[src/rtl/vga_pkg.sv]
// Shared scale-mode type, default 640x480@60 timing and the zoom shift helper
// for the VGA scan-out generator.
package vga_pkg;

    typedef enum logic [1:0] {
        SCALE_1X = 2'd0,
        SCALE_2X = 2'd1,
        SCALE_4X = 2'd2
    } scale_mode_t;

    localparam int DEF_H_ACTIVE = 640;
    localparam int DEF_H_FP     = 16;
    localparam int DEF_H_SYNC   = 96;
    localparam int DEF_H_BP     = 48;
    localparam int DEF_V_ACTIVE = 480;
    localparam int DEF_V_FP     = 10;
    localparam int DEF_V_SYNC   = 2;
    localparam int DEF_V_BP     = 33;

    // Mode 3 is not a legal zoom and falls back to 1x.
    function automatic logic [1:0] scale_shift(input logic [1:0] mode);
        logic [1:0] s;
        case (mode)
            SCALE_2X: s = 2'd1;
            SCALE_4X: s = 2'd2;
            default:  s = 2'd0;
        endcase
        return s;
    endfunction

endpackage

[src/rtl/vga_timing_core.sv]
// Horizontal/vertical raster counters, raw sync/blank decode and the delay
// line that realigns sync/blank with frame-buffer data.
module vga_timing_core
    import vga_pkg::*;
#(
    parameter int H_ACTIVE = DEF_H_ACTIVE,
    parameter int H_FP     = DEF_H_FP,
    parameter int H_SYNC   = DEF_H_SYNC,
    parameter int H_BP     = DEF_H_BP,
    parameter int V_ACTIVE = DEF_V_ACTIVE,
    parameter int V_FP     = DEF_V_FP,
    parameter int V_SYNC   = DEF_V_SYNC,
    parameter int V_BP     = DEF_V_BP,
    parameter int SYNC_POL = 0,
    parameter int MEM_LAT  = 1,
    parameter int H_CNT_W  = 10,
    parameter int V_CNT_W  = 10
) (
    input  logic               clk,
    input  logic               rst,
    output logic [H_CNT_W-1:0] h,
    output logic [V_CNT_W-1:0] v,
    output logic               line_end,
    output logic               frame_end,
    output logic               active,
    output logic               frame_start,
    output logic               hsync,
    output logic               vsync,
    output logic               blank_n
);
    localparam int H_TOTAL = H_ACTIVE + H_FP + H_SYNC + H_BP;
    localparam int V_TOTAL = V_ACTIVE + V_FP + V_SYNC + V_BP;
    localparam int DEPTH   = 1 + MEM_LAT;
    localparam logic POL   = (SYNC_POL != 0);
    localparam logic [2:0] IDLE = {~POL, ~POL, 1'b0};

    // One spare bit so porch boundaries equal to a power of two still fit.
    logic [H_CNT_W:0] hx;
    logic [V_CNT_W:0] vx;
    logic             hs_act;
    logic             vs_act;
    logic [2:0]       raw;
    logic [2:0]       dly [DEPTH];

    assign hx = {1'b0, h};
    assign vx = {1'b0, v};

    assign line_end  = (hx == (H_CNT_W+1)'(H_TOTAL - 1));
    assign frame_end = line_end && (vx == (V_CNT_W+1)'(V_TOTAL - 1));

    always_ff @(posedge clk or posedge rst) begin
        if (rst) begin
            h <= '0;
            v <= '0;
        end else if (line_end) begin
            h <= '0;
            v <= frame_end ? '0 : v + V_CNT_W'(1);
        end else begin
            h <= h + H_CNT_W'(1);
        end
    end

    assign hs_act = (hx >= (H_CNT_W+1)'(H_ACTIVE + H_FP)) &&
                    (hx <  (H_CNT_W+1)'(H_ACTIVE + H_FP + H_SYNC));
    assign vs_act = (vx >= (V_CNT_W+1)'(V_ACTIVE + V_FP)) &&
                    (vx <  (V_CNT_W+1)'(V_ACTIVE + V_FP + V_SYNC));
    assign active = (hx < (H_CNT_W+1)'(H_ACTIVE)) && (vx < (V_CNT_W+1)'(V_ACTIVE));

    assign raw = {hs_act ? POL : ~POL, vs_act ? POL : ~POL, active};

    // Gated by reset so the pulse cannot appear while counters are held at 0.
    assign frame_start = ~rst && (h == '0) && (v == '0);

    always_ff @(posedge clk or posedge rst) begin
        if (rst) begin
            for (int i = 0; i < DEPTH; i++) dly[i] <= IDLE;
        end else begin
            dly[0] <= raw;
            for (int i = 1; i < DEPTH; i++) dly[i] <= dly[i-1];
        end
    end

    assign {hsync, vsync, blank_n} = dly[DEPTH-1];

endmodule

[src/rtl/vga_scanout_gen.sv]
// VGA scan-out: programmable timing plus frame-buffer address generation with
// 1x/2x/4x pixel replication of a top-left image, without a multiplier.
module vga_scanout_gen
    import vga_pkg::*;
#(
    parameter int H_ACTIVE = DEF_H_ACTIVE,
    parameter int H_FP     = DEF_H_FP,
    parameter int H_SYNC   = DEF_H_SYNC,
    parameter int H_BP     = DEF_H_BP,
    parameter int V_ACTIVE = DEF_V_ACTIVE,
    parameter int V_FP     = DEF_V_FP,
    parameter int V_SYNC   = DEF_V_SYNC,
    parameter int V_BP     = DEF_V_BP,
    parameter int SYNC_POL = 0,
    parameter int DIM_W    = 8,
    parameter int ADDR_W   = 19,
    parameter int MEM_LAT  = 1
) (
    input  logic               vgaclk,
    input  logic               reset,
    input  logic [1:0]         scale_mode,
    input  logic [2*DIM_W-1:0] dimensiones,
    output logic               horizontal_sync,
    output logic               vertical_sync,
    output logic               vga_sync,
    output logic               vga_blank,
    output logic [ADDR_W-1:0]  DataAdr_out,
    output logic               enable_pixel,
    output logic               frame_start
);
    localparam int H_TOTAL = H_ACTIVE + H_FP + H_SYNC + H_BP;
    localparam int V_TOTAL = V_ACTIVE + V_FP + V_SYNC + V_BP;
    localparam int H_CNT_W = $clog2(H_TOTAL);
    localparam int V_CNT_W = $clog2(V_TOTAL);

    logic [H_CNT_W-1:0] h;
    logic [V_CNT_W-1:0] v;
    logic               line_end;
    logic               frame_end;
    logic               active;
    logic               at_origin;

    logic [1:0]         mode_q;
    logic [DIM_W-1:0]   width_q;
    logic [DIM_W-1:0]   height_q;
    logic [1:0]         mode_eff;
    logic [DIM_W-1:0]   width_eff;
    logic [DIM_W-1:0]   height_eff;
    logic [1:0]         shift;
    logic [1:0]         row_mask;
    logic               row_done;
    logic [DIM_W+1:0]   sw;
    logic [DIM_W+1:0]   sh;
    logic [H_CNT_W-1:0] col;
    logic [ADDR_W-1:0]  row_base;
    logic [ADDR_W-1:0]  addr_next;
    logic               visible;

    vga_timing_core #(
        .H_ACTIVE (H_ACTIVE), .H_FP (H_FP), .H_SYNC (H_SYNC), .H_BP (H_BP),
        .V_ACTIVE (V_ACTIVE), .V_FP (V_FP), .V_SYNC (V_SYNC), .V_BP (V_BP),
        .SYNC_POL (SYNC_POL), .MEM_LAT (MEM_LAT),
        .H_CNT_W  (H_CNT_W),  .V_CNT_W (V_CNT_W)
    ) u_timing (
        .clk         (vgaclk),
        .rst         (reset),
        .h           (h),
        .v           (v),
        .line_end    (line_end),
        .frame_end   (frame_end),
        .active      (active),
        .frame_start (frame_start),
        .hsync       (horizontal_sync),
        .vsync       (vertical_sync),
        .blank_n     (vga_blank)
    );

    assign vga_sync  = 1'b0;
    assign at_origin = (h == '0) && (v == '0);

    always_ff @(posedge vgaclk or posedge reset) begin
        if (reset) begin
            mode_q   <= '0;
            width_q  <= '0;
            height_q <= '0;
        end else if (at_origin) begin
            mode_q   <= scale_mode;
            width_q  <= dimensiones[2*DIM_W-1:DIM_W];
            height_q <= dimensiones[DIM_W-1:0];
        end
    end

    // The origin pixel already belongs to the new frame, so it sees the
    // configuration being latched rather than the previous frame's shadow.
    assign mode_eff   = at_origin ? scale_mode : mode_q;
    assign width_eff  = at_origin ? dimensiones[2*DIM_W-1:DIM_W] : width_q;
    assign height_eff = at_origin ? dimensiones[DIM_W-1:0] : height_q;

    assign shift    = scale_shift(mode_eff);
    assign row_mask = (2'd1 << shift) - 2'd1;
    assign row_done = ((v[1:0] + 2'd1) & row_mask) == 2'd0;
    assign sw       = {2'b00, width_eff} << shift;
    assign sh       = {2'b00, height_eff} << shift;
    assign col      = h >> shift;

    // Row base steps by one image line every 2^shift raster lines.
    always_ff @(posedge vgaclk or posedge reset) begin
        if (reset) begin
            row_base <= '0;
        end else if (frame_end) begin
            row_base <= '0;
        end else if (line_end && row_done) begin
            row_base <= row_base + ADDR_W'(width_q);
        end
    end

    assign addr_next = row_base + ADDR_W'(col);
    assign visible   = active && (32'(h) < 32'(sw)) && (32'(v) < 32'(sh));

    always_ff @(posedge vgaclk or posedge reset) begin
        if (reset) begin
            DataAdr_out  <= '0;
            enable_pixel <= 1'b0;
        end else begin
            DataAdr_out  <= visible ? addr_next : '0;
            enable_pixel <= visible;
        end
    end

endmodule

[config.mk]
export PLATFORM = sky130hd
export DESIGN_NAME = vga_scanout_gen
export DESIGN_NICKNAME = d
export VERILOG_FILES = /design/src/rtl/vga_pkg.sv /design/src/rtl/vga_timing_core.sv /design/src/rtl/vga_scanout_gen.sv
export SDC_FILE = /design/constraint.sdc
export NUM_CORES = 1
export LEC_CHECK = 0
export ABC_AREA = 1
export BUFFER_PORTS_ARGS = -buffer_cell sky130_fd_sc_hd__buf_4
export CAP_MARGIN = 25
export CORE_MARGIN = 5
export CORE_UTILIZATION = 50
export DETAILED_ROUTE_END_ITERATION = 16
export MAX_ROUTING_LAYER = met4
export PLACE_DENSITY = 0.76
export SLEW_MARGIN = 5
export SYNTH_ARGS = -nofsm -noshare
export SYNTH_HDL_FRONTEND = slang
export SYNTH_HIERARCHICAL = 1
export SYNTH_SLANG_ARGS = --single-unit
[constraint.sdc]
create_clock -name vgaclk -period 8.37 [get_ports vgaclk]
set_input_delay 0.837 -clock vgaclk [delete_from_list [all_inputs] [get_ports vgaclk]]
set_output_delay 0.837 -clock vgaclk [all_outputs]
set_load 0.02 [all_outputs]
==> results_dict.tcl <==
set metrics [dict create \
    gp_congestion 0.919 \
    cts_max_level 3 \
    cts_buffers 9 \
    synthXorXnorAreaFrac 0.0446 \
    synthAdderAreaFrac 0.106 \
    power.net_switching_uw 225 \
    ys_ff_latch 83 \
    skew_ns 0.00585 \
    cts_tree "built" \
    placementRows 39 \
    ys_top_cells_by_area "dfrtp_1, nand2_1, ha_1" \
    clock_latency_ns 0.34 \
    drc 0 \
    synthDistinctLibCells 53 \
    synth_top_area_cell "dfrtp_1" \
    multi_input_area_mm2 0.00315 \
    slew_headroom 0.404 \
    async_flop_share 1.00 \
    antenna_found_initial 0 \
    fin_crit_ns 5.34 \
    max_freq_mhz 187 \
    finalCritPeriodShare 0.638 \
    slew_viol_final 0 \
    ir_drop_v 0.0000807 \
    die_y_um 117 \
    viasPerCell 5.26 \
    syn_to_final_growth_pct 13.1 \
    synthCells 755 \
    dp_hpwl_um 9670 \
    syn_nets 822 \
    cts_resized 0 \
    cp.arrival_ns 5.55 \
    synth_compound_area_frac 0.108 \
    synth-warning-count 6 \
    initial_core_util 0.505 \
    setup_viol 0 \
    yosysMostFrequentCell "nand2_1" \
    status "complete, no violations" \
    power.density_mw_per_mm2 145 \
    cp-end-kind "register" \
    ff_latch_area_mm2 0.00208 \
    crit_path_max_fanout 30 \
    critPathRequiredTime_ns 8.58 \
    port_buffers 43 \
    die_area_mm2 0.0136 \
    clk_path_buf_depth 2 \
    power_uw 932 \
    path_clk_slew_ns 0.06 \
    syn_area_mm2 0.00569 \
    comb_power_share 0.100 \
    crit_type "reg -> reg" \
    fill_cells 1037 \
    wl_per_cell_um 13.9 \
    grt_start_max_net_pins 54 \
    grt_pass1_vias 4653 \
    p_leak_uw 0.00325 \
    clock_sinks 83 \
    synth_flop_cell "dfrtp_1" \
    synth-edff-count 0 \
    hold_viol_final 0 \
    p_int_uw 707 \
    grt.total_usage 0.212 \
    swShare 0.241 \
    die_x_um 117 \
    postCtsSetupRepairBufs 0 \
    totalWireLength_um 13100 \
    diodes 0 \
    postCtsHoldBufs 0 \
    fin_nets 861 \
    synthDominantCellAreaShare 0.347 \
    yosys.area_share.simple 0.287 \
    power_frac_seq 0.444 \
    core_area_mm2 0.0113 \
    startpoint_type "register" \
    overflow 0 \
    synthMuxAreaShare 0.00703 \
    avgSynthCellArea_um2 7.54 \
    root_buffer "clkbuf_16" \
    clkPwrFrac 0.455 \
    rsz0062_at_grt "false" \
    synth_top_family_by_area "simple AND/OR/NAND/NOR gates" \
    grt_pass1_wl_um 22300 \
    synth_common_cells "nand2_1, inv_1, nor2_1, dfrtp_1, o21ai_0" \
    via_count 4954 \
    seq_area_frac_synth 0.366 \
    tightest_slew_ns 0.894 \
    ios 45 \
    first_iter_violations 420 \
    postRouteAntennaNets 0 \
    drive_gt1_frac 0.120 \
    tns_ns 0 \
    first_pass_iters 4 \
    min_path_type "reg -> reg" \
    maxCapViolCount 0 \
]
-- critical path, cell delays in order (launching register included) --
cell,delay (ns)
dfrtp_1,0.46
inv_1,0.09
ha_1,0.14
nand2_1,0.05
nor2_1,0.23
nand3_4,0.27
inv_4,0.22
nand2_1,0.07
nand2_1,0.11
ha_1,0.76
inv_1,0.55
o22ai_1,0.29
o21ai_0,0.10
inv_1,0.07
ha_1,0.18
inv_1,0.06
fa_1,0.40
o21ai_1,0.26
a21oi_1,0.20
o21ai_2,0.24
nand2_1,0.12
nor2_1,0.13
xor2_1,0.16
nor2_1,0.06
-- per-layer routing --
| layer | track usage | up-vias | routed length [um] | part of all wire |
|---|---|---|---|---|
| li1 | - | 2530 | - | - |
| met1 | 0.284 | 2291 | 6200 | 0.47 |
| met2 | 0.326 | 115 | 5970 | 0.46 |
| met3 | 0.0347 | 18 | 643 | 0.049 |
| met4 | 0.0765 | 0 | 238 | 0.018 |
| met5 | - | - | 0 | 0 |
-- registers in the layout, summed over array words and instances, names as in the netlist --
register          count
u_timing/h           10
u_timing/vsync        1
mode_q                2
u_timing/blank_n      1
width_q               8
DataAdr_out          19
u_timing/v           10
row_base             19
enable_pixel          1
height_q              8
u_timing/dly          3
u_timing/hsync        1
-- final timing paths --
path	from	end	slack, ns	cells past startpoint
max	u_timing/v[0]	DataAdr_out[16]	3.03	23
min	u_timing/dly[4]	u_timing/vsync	0.36	0
max reg2reg	u_timing/v[0]	DataAdr_out[16]	3.03	23
min reg2reg	u_timing/dly[4]	u_timing/vsync	0.36	0
max in group asynchronous	reset	row_base[6]	7.09	3
min in group asynchronous	reset	height_q[0]	0.40	2
-- cells in the final DEF (no fill, tap or decap), types with 3 or more instances in the layout --
master and count:
a21oi_1 26, buf_4 45, clkbuf_16 9, dfrtp_1 79, dfstp_2 4, ha_1 45
inv_1 85, inv_2 5, mux2i_1 4, nand2_1 201, nand2_2 3, nand3_1 32
nand3_4 3, nand4_1 14, nor2_1 83, nor2_2 8, nor2_4 3, nor3_1 11
nor4_1 3, o211ai_1 3, o21ai_0 49, o21ai_1 12, xnor2_1 4, xor2_1 25
-- cell families after synthesis --
kind of cell             count (synthesis)
AND/OR/NAND/NOR                        371
flip-flops                              83
buffers and inverters                  110
adder cells (fa/ha/maj)                 47
multiplexers                             4
AO/OA/AOI/OAI                          110
XOR/XNOR                                29
other                                    1
-- area by class of cell --
class	instances	area share
multi-input combinational	562	0.488
inverter	92	0.0542
clock inverter	6	0.0140
sequential	83	0.323
clock buffer	10	0.0356
tap	143	0.0278
timing repair buffer	46	0.0567
-- stage by stage --
step	hold slack, ns	cell area (um2)	utilization	worst slack (ns)	cells
floorplan	0.331	5690	-	4.43	755
global placement	0.336	6090	0.541	3.31	925
detailed placement	0.339	6090	0.541	3.05	925
CTS	0.358	6410	0.569	3.04	941
global route	0.364	6440	0.571	2.43	942
finish	0.357	6440	0.571	3.03	942
-- power by group through the flow --
stage | combinational [uW] | clock (uW) | sequential, uW
after floorplan | 58.5 | 0 | 426
after global placement | 90.3 | 0 | 421
after detailed placement | 91.6 | 0 | 421
after CTS | 92.2 | 432 | 414
after global routing | 106 | 450 | 414
final | 93.7 | 424 | 414
Note: power is estimated with default switching activity, not from simulation.
